--- config.mk ---
export PLATFORM = sky130hd
export DESIGN_NAME = golden_nonce_reporter
export DESIGN_NICKNAME = d
export VERILOG_FILES = /design/src/rtl/golden_nonce_reporter.sv
export SDC_FILE = /design/constraint.sdc
export NUM_CORES = 1
export LEC_CHECK = 0
export ABC_CLOCK_PERIOD_IN_PS = 5960
export BUFFER_PORTS_ARGS = -buffer_cell sky130_fd_sc_hd__buf_2
export CORE_MARGIN = 2
export CORE_UTILIZATION = 40
export CTS_CLUSTER_DIAMETER = 100
export DETAILED_ROUTE_END_ITERATION = 10
export GPL_TIMING_DRIVEN = 0
export PLACE_DENSITY = 0.67
export SYNTH_ARGS = -nofsm -noshare
export SYNTH_HDL_FRONTEND = slang
export SYNTH_SLANG_ARGS = --single-unit
export TNS_END_PERCENT = 1
--- constraint.sdc ---
create_clock -name clk -period 5.96 [get_ports clk]
set_input_delay 1.192 -clock clk [delete_from_list [all_inputs] [get_ports clk]]
set_output_delay 1.192 -clock clk [all_outputs]
set_load 0.02 [all_outputs]
--- src/rtl/golden_nonce_reporter.sv ---
// Captures golden nonces from the miner core into a small result FIFO tagged
// with the current job, counting accepted and dropped results.
module golden_nonce_reporter #(
  parameter int DEPTH = 4,
  parameter int JOB_W = 4
) (
  input  logic                       clk,
  input  logic                       reset,
  input  logic                       new_work,
  input  logic [31:0]                golden_nonce,
  input  logic                       golden_nonce_ticket,
  output logic                       result_valid,
  input  logic                       result_ready,
  output logic [31:0]                result_nonce,
  output logic [JOB_W-1:0]           result_job,
  output logic [$clog2(DEPTH):0]     fifo_count,
  output logic [7:0]                 drop_count,
  output logic [15:0]                found_count
);

  localparam int PW = $clog2(DEPTH);
  localparam int CW = PW + 1;

  typedef enum logic [1:0] {
    S_EMPTY   = 2'd0,
    S_HOLDING = 2'd1,
    S_FULL    = 2'd2
  } fifo_state_t;

  fifo_state_t      state;
  logic [31:0]      nonce_mem [DEPTH];
  logic [JOB_W-1:0] job_mem   [DEPTH];
  logic [PW-1:0]    wr_ptr;
  logic [PW-1:0]    rd_ptr;
  logic [CW-1:0]    count;
  logic [CW-1:0]    count_nxt;
  logic [JOB_W-1:0] job_tag;
  logic [31:0]      last_nonce;
  logic             last_valid;
  logic             ticket_q;
  logic             full;
  logic             capture;
  logic             pop;
  logic             push;
  logic             drop;

  function automatic fifo_state_t state_of(input logic [CW-1:0] c);
    if (c == '0)
      return S_EMPTY;
    else if (c == CW'(DEPTH))
      return S_FULL;
    else
      return S_HOLDING;
  endfunction

  // A ticket held high with the same nonce is one result, not many.
  assign capture = golden_nonce_ticket &&
                   (!ticket_q || !last_valid || (golden_nonce != last_nonce));
  assign full    = (state == S_FULL);
  assign pop     = result_valid && result_ready && !new_work;
  assign push    = capture && !new_work && (!full || pop);
  assign drop    = capture && !new_work && full && !pop;

  always_comb begin
    count_nxt = count;
    case ({push, pop})
      2'b10:   count_nxt = count + 1'b1;
      2'b01:   count_nxt = count - 1'b1;
      default: count_nxt = count;
    endcase
  end

  always_ff @(posedge clk) begin
    if (reset) begin
      state       <= S_EMPTY;
      wr_ptr      <= '0;
      rd_ptr      <= '0;
      count       <= '0;
      job_tag     <= '0;
      last_nonce  <= '0;
      last_valid  <= 1'b0;
      ticket_q    <= 1'b0;
      drop_count  <= '0;
      found_count <= '0;
    end else begin
      ticket_q <= golden_nonce_ticket;
      if (new_work) begin
        state      <= S_EMPTY;
        wr_ptr     <= '0;
        rd_ptr     <= '0;
        count      <= '0;
        job_tag    <= job_tag + 1'b1;
        last_valid <= 1'b0;
      end else begin
        // History follows every capture event, dropped or not.
        if (capture) begin
          last_nonce <= golden_nonce;
          last_valid <= 1'b1;
        end
        if (push) begin
          nonce_mem[wr_ptr] <= golden_nonce;
          job_mem[wr_ptr]   <= job_tag;
          wr_ptr            <= wr_ptr + 1'b1;
          found_count       <= found_count + 16'd1;
        end
        if (drop && (drop_count != 8'hFF))
          drop_count <= drop_count + 8'd1;
        if (pop)
          rd_ptr <= rd_ptr + 1'b1;
        count <= count_nxt;
        state <= state_of(count_nxt);
      end
    end
  end

  assign fifo_count   = count;
  assign result_valid = (state != S_EMPTY);
  // Gate the head so stale storage never shows after reset or flush.
  assign result_nonce = result_valid ? nonce_mem[rd_ptr] : '0;
  assign result_job   = result_valid ? job_mem[rd_ptr]   : '0;

endmodule

* Word-level counts from Yosys, hierarchy flattened *
Memory sizes are Yosys's and may differ from the RTL's. A register that Yosys moved wholly into a read port is not among the register bits.
Cells that the tools add are included.
W data, S select, Z words.

operators by class
  reductions and logical operators = 23
  shifts and indexed selects = 0
  bitwise gates (word level) = 1
  $mul = 0
  add/sub/neg operators = 7
  mux-type cells = 12
  order comparisons = 0
  eq/ne operators = 6
  divide/modulo/power cells = 0

operator list
  kind                     number
  $mux W32                 1
  $ne A32 B32 Y1           1
  $add A16 B1 Y16 const B  1
  $mux W2                  5
  $add A8 B1 Y8 const B    1
  $logic_and A1 B1 Y1      8
  $ne A8 B8 Y1 const B     1
  $pmux W3 S2              1
  $reduce_and A2 Y1        3
  $logic_not A1 Y1         5
  $add A2 B1 Y2 const B    2
  $add A4 B1 Y4 const B    1
  $eq A2 B2 Y1 const B     2
  $mux W1                  4
  $mux W4                  1
  $add A3 B1 Y3 const B    1
  $eq A3 B3 Y1 const B     1
  $logic_not A3 Y1         1
  $logic_or A1 B1 Y1       3
  $reduce_or A3 Y1         1
  $sub A3 B1 Y3 const B    1
  $eq A2 B1 Y1 const B     1
  $reduce_bool A2 Y1       1
  $reduce_or A2 Y1         1
  $not A1 Y1               1

word-level totals
  register bits after elaboration = 71
  bits in read-only memories = 0
  word-level logic and storage cells = 61
  memories = 2
  input bits = 37
  output and inout port bits = 64
  latch bits = 0
  bits in writable memories = 144

memory list
  memory     depth  bits a word  read ports  clocked after memory_dff  wr ports  RTL line  RTL
  nonce_mem  4      32           1           1                         1         31        logic [31:0] nonce_mem [DEPTH];
  job_mem    4      4            1           1                         1         32        logic [JOB_W-1:0] job_mem [DEPTH];

* Depth between registers and ports, before layout *
  word-level depth = 10
  gate-level depth with buffers = 14
  depth with buffers taken out = 12

* Worst setup path after synthesis *
OpenSTA, ideal clock, no wires.

  kind = input-to-reg
  from = input new_work
  to = memory job_mem[1][0], enable pin
  setup time = 482 ps
  stages on the path = 7
  setup slack = 199 ps
  path buffers = 3
  arrival = 5279 ps
  path through = clkbuf_1 and2b_1 o31a_1 clkbuf_1 buf_1 nand2_1 nor3b_1

on the way
  word-level cells in the longest chain between the ends = 8
  elaborated cells between the ends (all ways) = 9
  classes of those cells = mux (4); reduce/logical (5)

ends and longest elaborated chain
  item                             RTL line  RTL
  start, declared                  9         input logic new_work,
  $logic_not A1 Y1                 60, 61
  $logic_and A1 B1 Y1              60        assign pop = result_valid && result_ready && !new_work;
  $logic_or A1 B1 Y1               61        assign push = capture && !new_work && (!full || pop);
  $logic_and A1 B1 Y1              61
  $mux W1                          100       if (push) begin
  $mux W1 *                        87        if (new_work) begin
  $mux W1 *                        74        if (reset) begin
  $mux W1 (not written as such) *  102       job_mem[wr_ptr] <= job_tag;
  end, declared                    32

Mark *: on every way between the ends. The rest lies on a longest branch, timed or not.

==> flow_summary_export.csv <==
group,metric,value,unit
critical_path,critPathMaxFanout,10,
route,routed_wl,19000,µm
placement,portBuffers,98,
synthesis,synth_most_common_cell,"edfxtp_1",
pwr,peakVddDrop,0.000182,V
clock_tree,clkTransAtPathRegs,0.06,ns
synthesis,synth_nets,666,
placement,dp_hpwl,13400,µm
synthesis,synthMuxAreaShare,13.4,%
route,ant_nets,0,
synthesis,synth-simple-area-share,12.1,%
synthesis,ys_seq_area_share,64.4,%
run,cap_violations,0,
grt,grt_use_total,16.1,%
floorplan,dieArea,23700,µm²
route,drt_iter0_drc,285,
floorplan,initial_core_util,40.9,%
floorplan,core_area,22000,µm²
clock_tree,cts_made_buffers,22,
critical_path,rr_endpoint,"nonce_mem[3][4]",
clock_tree,cts.sinks,217,
min_path,whs_path_depth,2,
timing,tightest_slew,1.04,ns
synthesis,syn_area,8980,µm²
clock_tree,holdBufCountCts,0,
synthesis,synth_compound_area_share,2.92,%
grt,first_global_vias,5529,
critical_path,cp_data_required_time,4.77,ns
synthesis,synthTopCellsByCount,"edfxtp_1 (144), dfxtp_1 (73), nor2_1 (55), nor2b_1 (45), mux4_2 (36)",
grt,top_usage_layer,"met2",
placement,dp_slack,1.11,ns
synthesis,avgSynthCellArea,14.5,µm²
grt,grt_use_met3,3.58,%
synthesis,synthTopCellsByArea,"edfxtp_1 (48%), dfxtp_1 (16%), mux4_2 (9.0%)",
finish,drive_gt1_share,25.1,%
clock_tree,clock_path_buffers,3,
route,first_pass_iters,5,
critical_path,crit_chain,"clkbuf_1, buf_1, mux4_2, nor2b_1, buf_2",
status,outcome,"finished clean",
critical_path,reg2regPathDepth,11,
critical_path,critical_path.endpoint,"result_nonce[22]",
timing,grt_setup_unrepaired,"false",
pwr,power_leakage,3.78,nW
timing,fin_ws,1.63,ns
critical_path,critPathSlowestCell,"buf_1",
synthesis,synthArstFlopShare,0,%
synthesis,synthXorXnorAreaFrac,4.00,%
timing,hold_viol_final,0,
timing,finalSetupViolations,0,
grt,grtUsageMet1,21.4,%
grt,overflow,0,
pwr,powerDensity,294,nW/µm²
timing,tns,0,ns
synthesis,synthCells,620,
timing,slew_headroom,30.0,%
timing,period_share,72.7,%
synthesis,synth_top_cell_by_area,"edfxtp_1",
floorplan,die_h,154,µm
finish,nets,804,
clock_tree,cts_setup_buffers,0,
critical_path,end_kind,"primary output",
synthesis,ys_ff_latch,217,
synthesis,synth_top_cell_area_share,48.1,%
critical_path,slowest_delay,0.81,ns
timing,period_needed,4.33,ns
finish,insertedDiodeCount,0,
synthesis,synth_fa_ha_area_share,1.34,%
min_path,holdCritPathClass,"register to register",
placement,gp_congestion,0.810,
floorplan,fp-row-count,54,
grt,grt_first_pass_wirelength,30200,µm
critical_path,critPathKind,"register to primary output",
synthesis,synth-edff-count,144,
clock_tree,clock_latency,0.50,ns
critical_path,worstPathArrival,3.14,ns
synthesis,synth_top_family_by_area,"multiplexers",
floorplan,chipWidth,154,µm
finish,area_growth,19.5,%
timing,fin_worst_skew,0.00686,ns
timing,timing.fmax,231,MHz
grt,met2_usage,27.3,%
clock_tree,postCtsResizedCells,0,
critical_path,rr_startpoint,"last_nonce[19]",
floorplan,io_pins,101,
route,viasPerCell,5.19,
clock_tree,cts_root_buf,"clkbuf_16",
synthesis,yosys_warnings,0,
critical_path,start_kind,"register",
critical_path,reg2reg_slack,2.17,ns
clock_tree,cts_tree,"built",
synthesis,synth-main-ff-cell,"edfxtp_1",
timing,slew_viol_final,0,
grt,grt_start_max_net_pins,15,
finish,fillerInstances,1889,
grt,antenna_found_initial,1,
synthesis,synth_cell_types,48,
route,vias,5466,
route,avgRoutedWirePerCell,18.0,µm
clock_tree,htreeDepth,1,
route,drc,0,
## per-stage QoR
step	power (mW)	utilization, %	hold slack (ns)	instances	instance area (µm²)
global route	3.26	48.9	0.525	1054	10700
floorplan	1.77	-	0.451	620	8980
CTS	3.18	48.9	0.498	1054	10700
detailed placement	1.85	45.7	0.483	1014	10000
global placement	1.84	44.7	0.477	998	9830
finish	3.15	48.9	0.496	1054	10700
## worst max-delay path, delay by kind of cell, from the launching register on
kind / cells / cell delay, ns
buf+inv: 3 / 1.55
flops: 1 / 0.31
mux: 1 / 0.63
simple gates: 1 / 0.14
## state kept, by name (all words and copies together) (netlist names), named ones only
name,cells
drop_count,8
fifo_count,3
found_count,16
job_mem,16
job_tag,4
last_nonce,32
last_valid,1
nonce_mem,128
rd_ptr,2
state,2
ticket_q,1
wr_ptr,2
## power by group
part           switching, mW  total [mW]  internal, mW
sequential            0.0137        1.64          1.63
combinational          0.108       0.175        0.0670
clock                  0.537        1.34         0.801
## worst min path at each step
stage | from | to | slack [ns]
6_report | found_count[9] | found_count[9] | 0.50
3_5_place_dp | found_count[9] | found_count[9] | 0.48
4_1_cts | found_count[9] | found_count[9] | 0.50
2_1_floorplan | last_valid | last_valid | 0.45
5_1_grt | found_count[7] | found_count[7] | 0.53
3_3_place_gp | found_count[7] | found_count[7] | 0.48
## cells in the final DEF (no fill, tap or decap), types with 14 or more instances in the layout
| cell type | Yosys | routed |
|---|---|---|
| edfxtp_1 | 144 | 144 |
| buf_2 | 1 | 99 |
| dfxtp_1 | 73 | 73 |
| nor2_1 | 55 | 55 |
| nor2b_1 | 45 | 45 |
| mux4_2 | 36 | 36 |
| mux2i_1 | 34 | 34 |
| clkbuf_1 | 23 | 31 |
| clkbuf_16 | 0 | 23 |
| xnor2_1 | 21 | 21 |
| xor2_1 | 20 | 20 |
| a21oi_1 | 20 | 20 |
| buf_6 | 2 | 17 |
| nand3_1 | 17 | 17 |
| o21ai_0 | 14 | 14 |
## metal layers
| metal | share of wire (%) | wire, µm |
|---|---|---|
| met5 | 0 | 0 |
| met4 | 1.6 | 299 |
| met3 | 6.5 | 1230 |
| met2 | 47 | 8980 |
| met1 | 45 | 8440 |
## layout make-up
type / instances / area, µm² / area share, %
Tap cell: 280 / 350 / 3.26
Multi-Input combinational cell: 363 / 3050 / 28.4
Clock inverter: 5 / 50.0 / 0.466
Buffer: 31 / 133 / 1.23
Inverter: 9 / 33.8 / 0.315
Timing Repair Buffer: 114 / 674 / 6.28
Sequential cell: 217 / 5790 / 53.9
Clock buffer: 35 / 661 / 6.15
## kinds of logic after synthesis
family / count (synthesis)
flip-flops: 217
AND/OR/NAND/NOR: 192
multiplexers: 75
AO/OA/AOI/OAI: 46
XOR/XNOR: 41
buffers and inverters: 40
adder cells (fa/ha/maj): 9
Note: power is estimated with default switching activity, not from simulation.
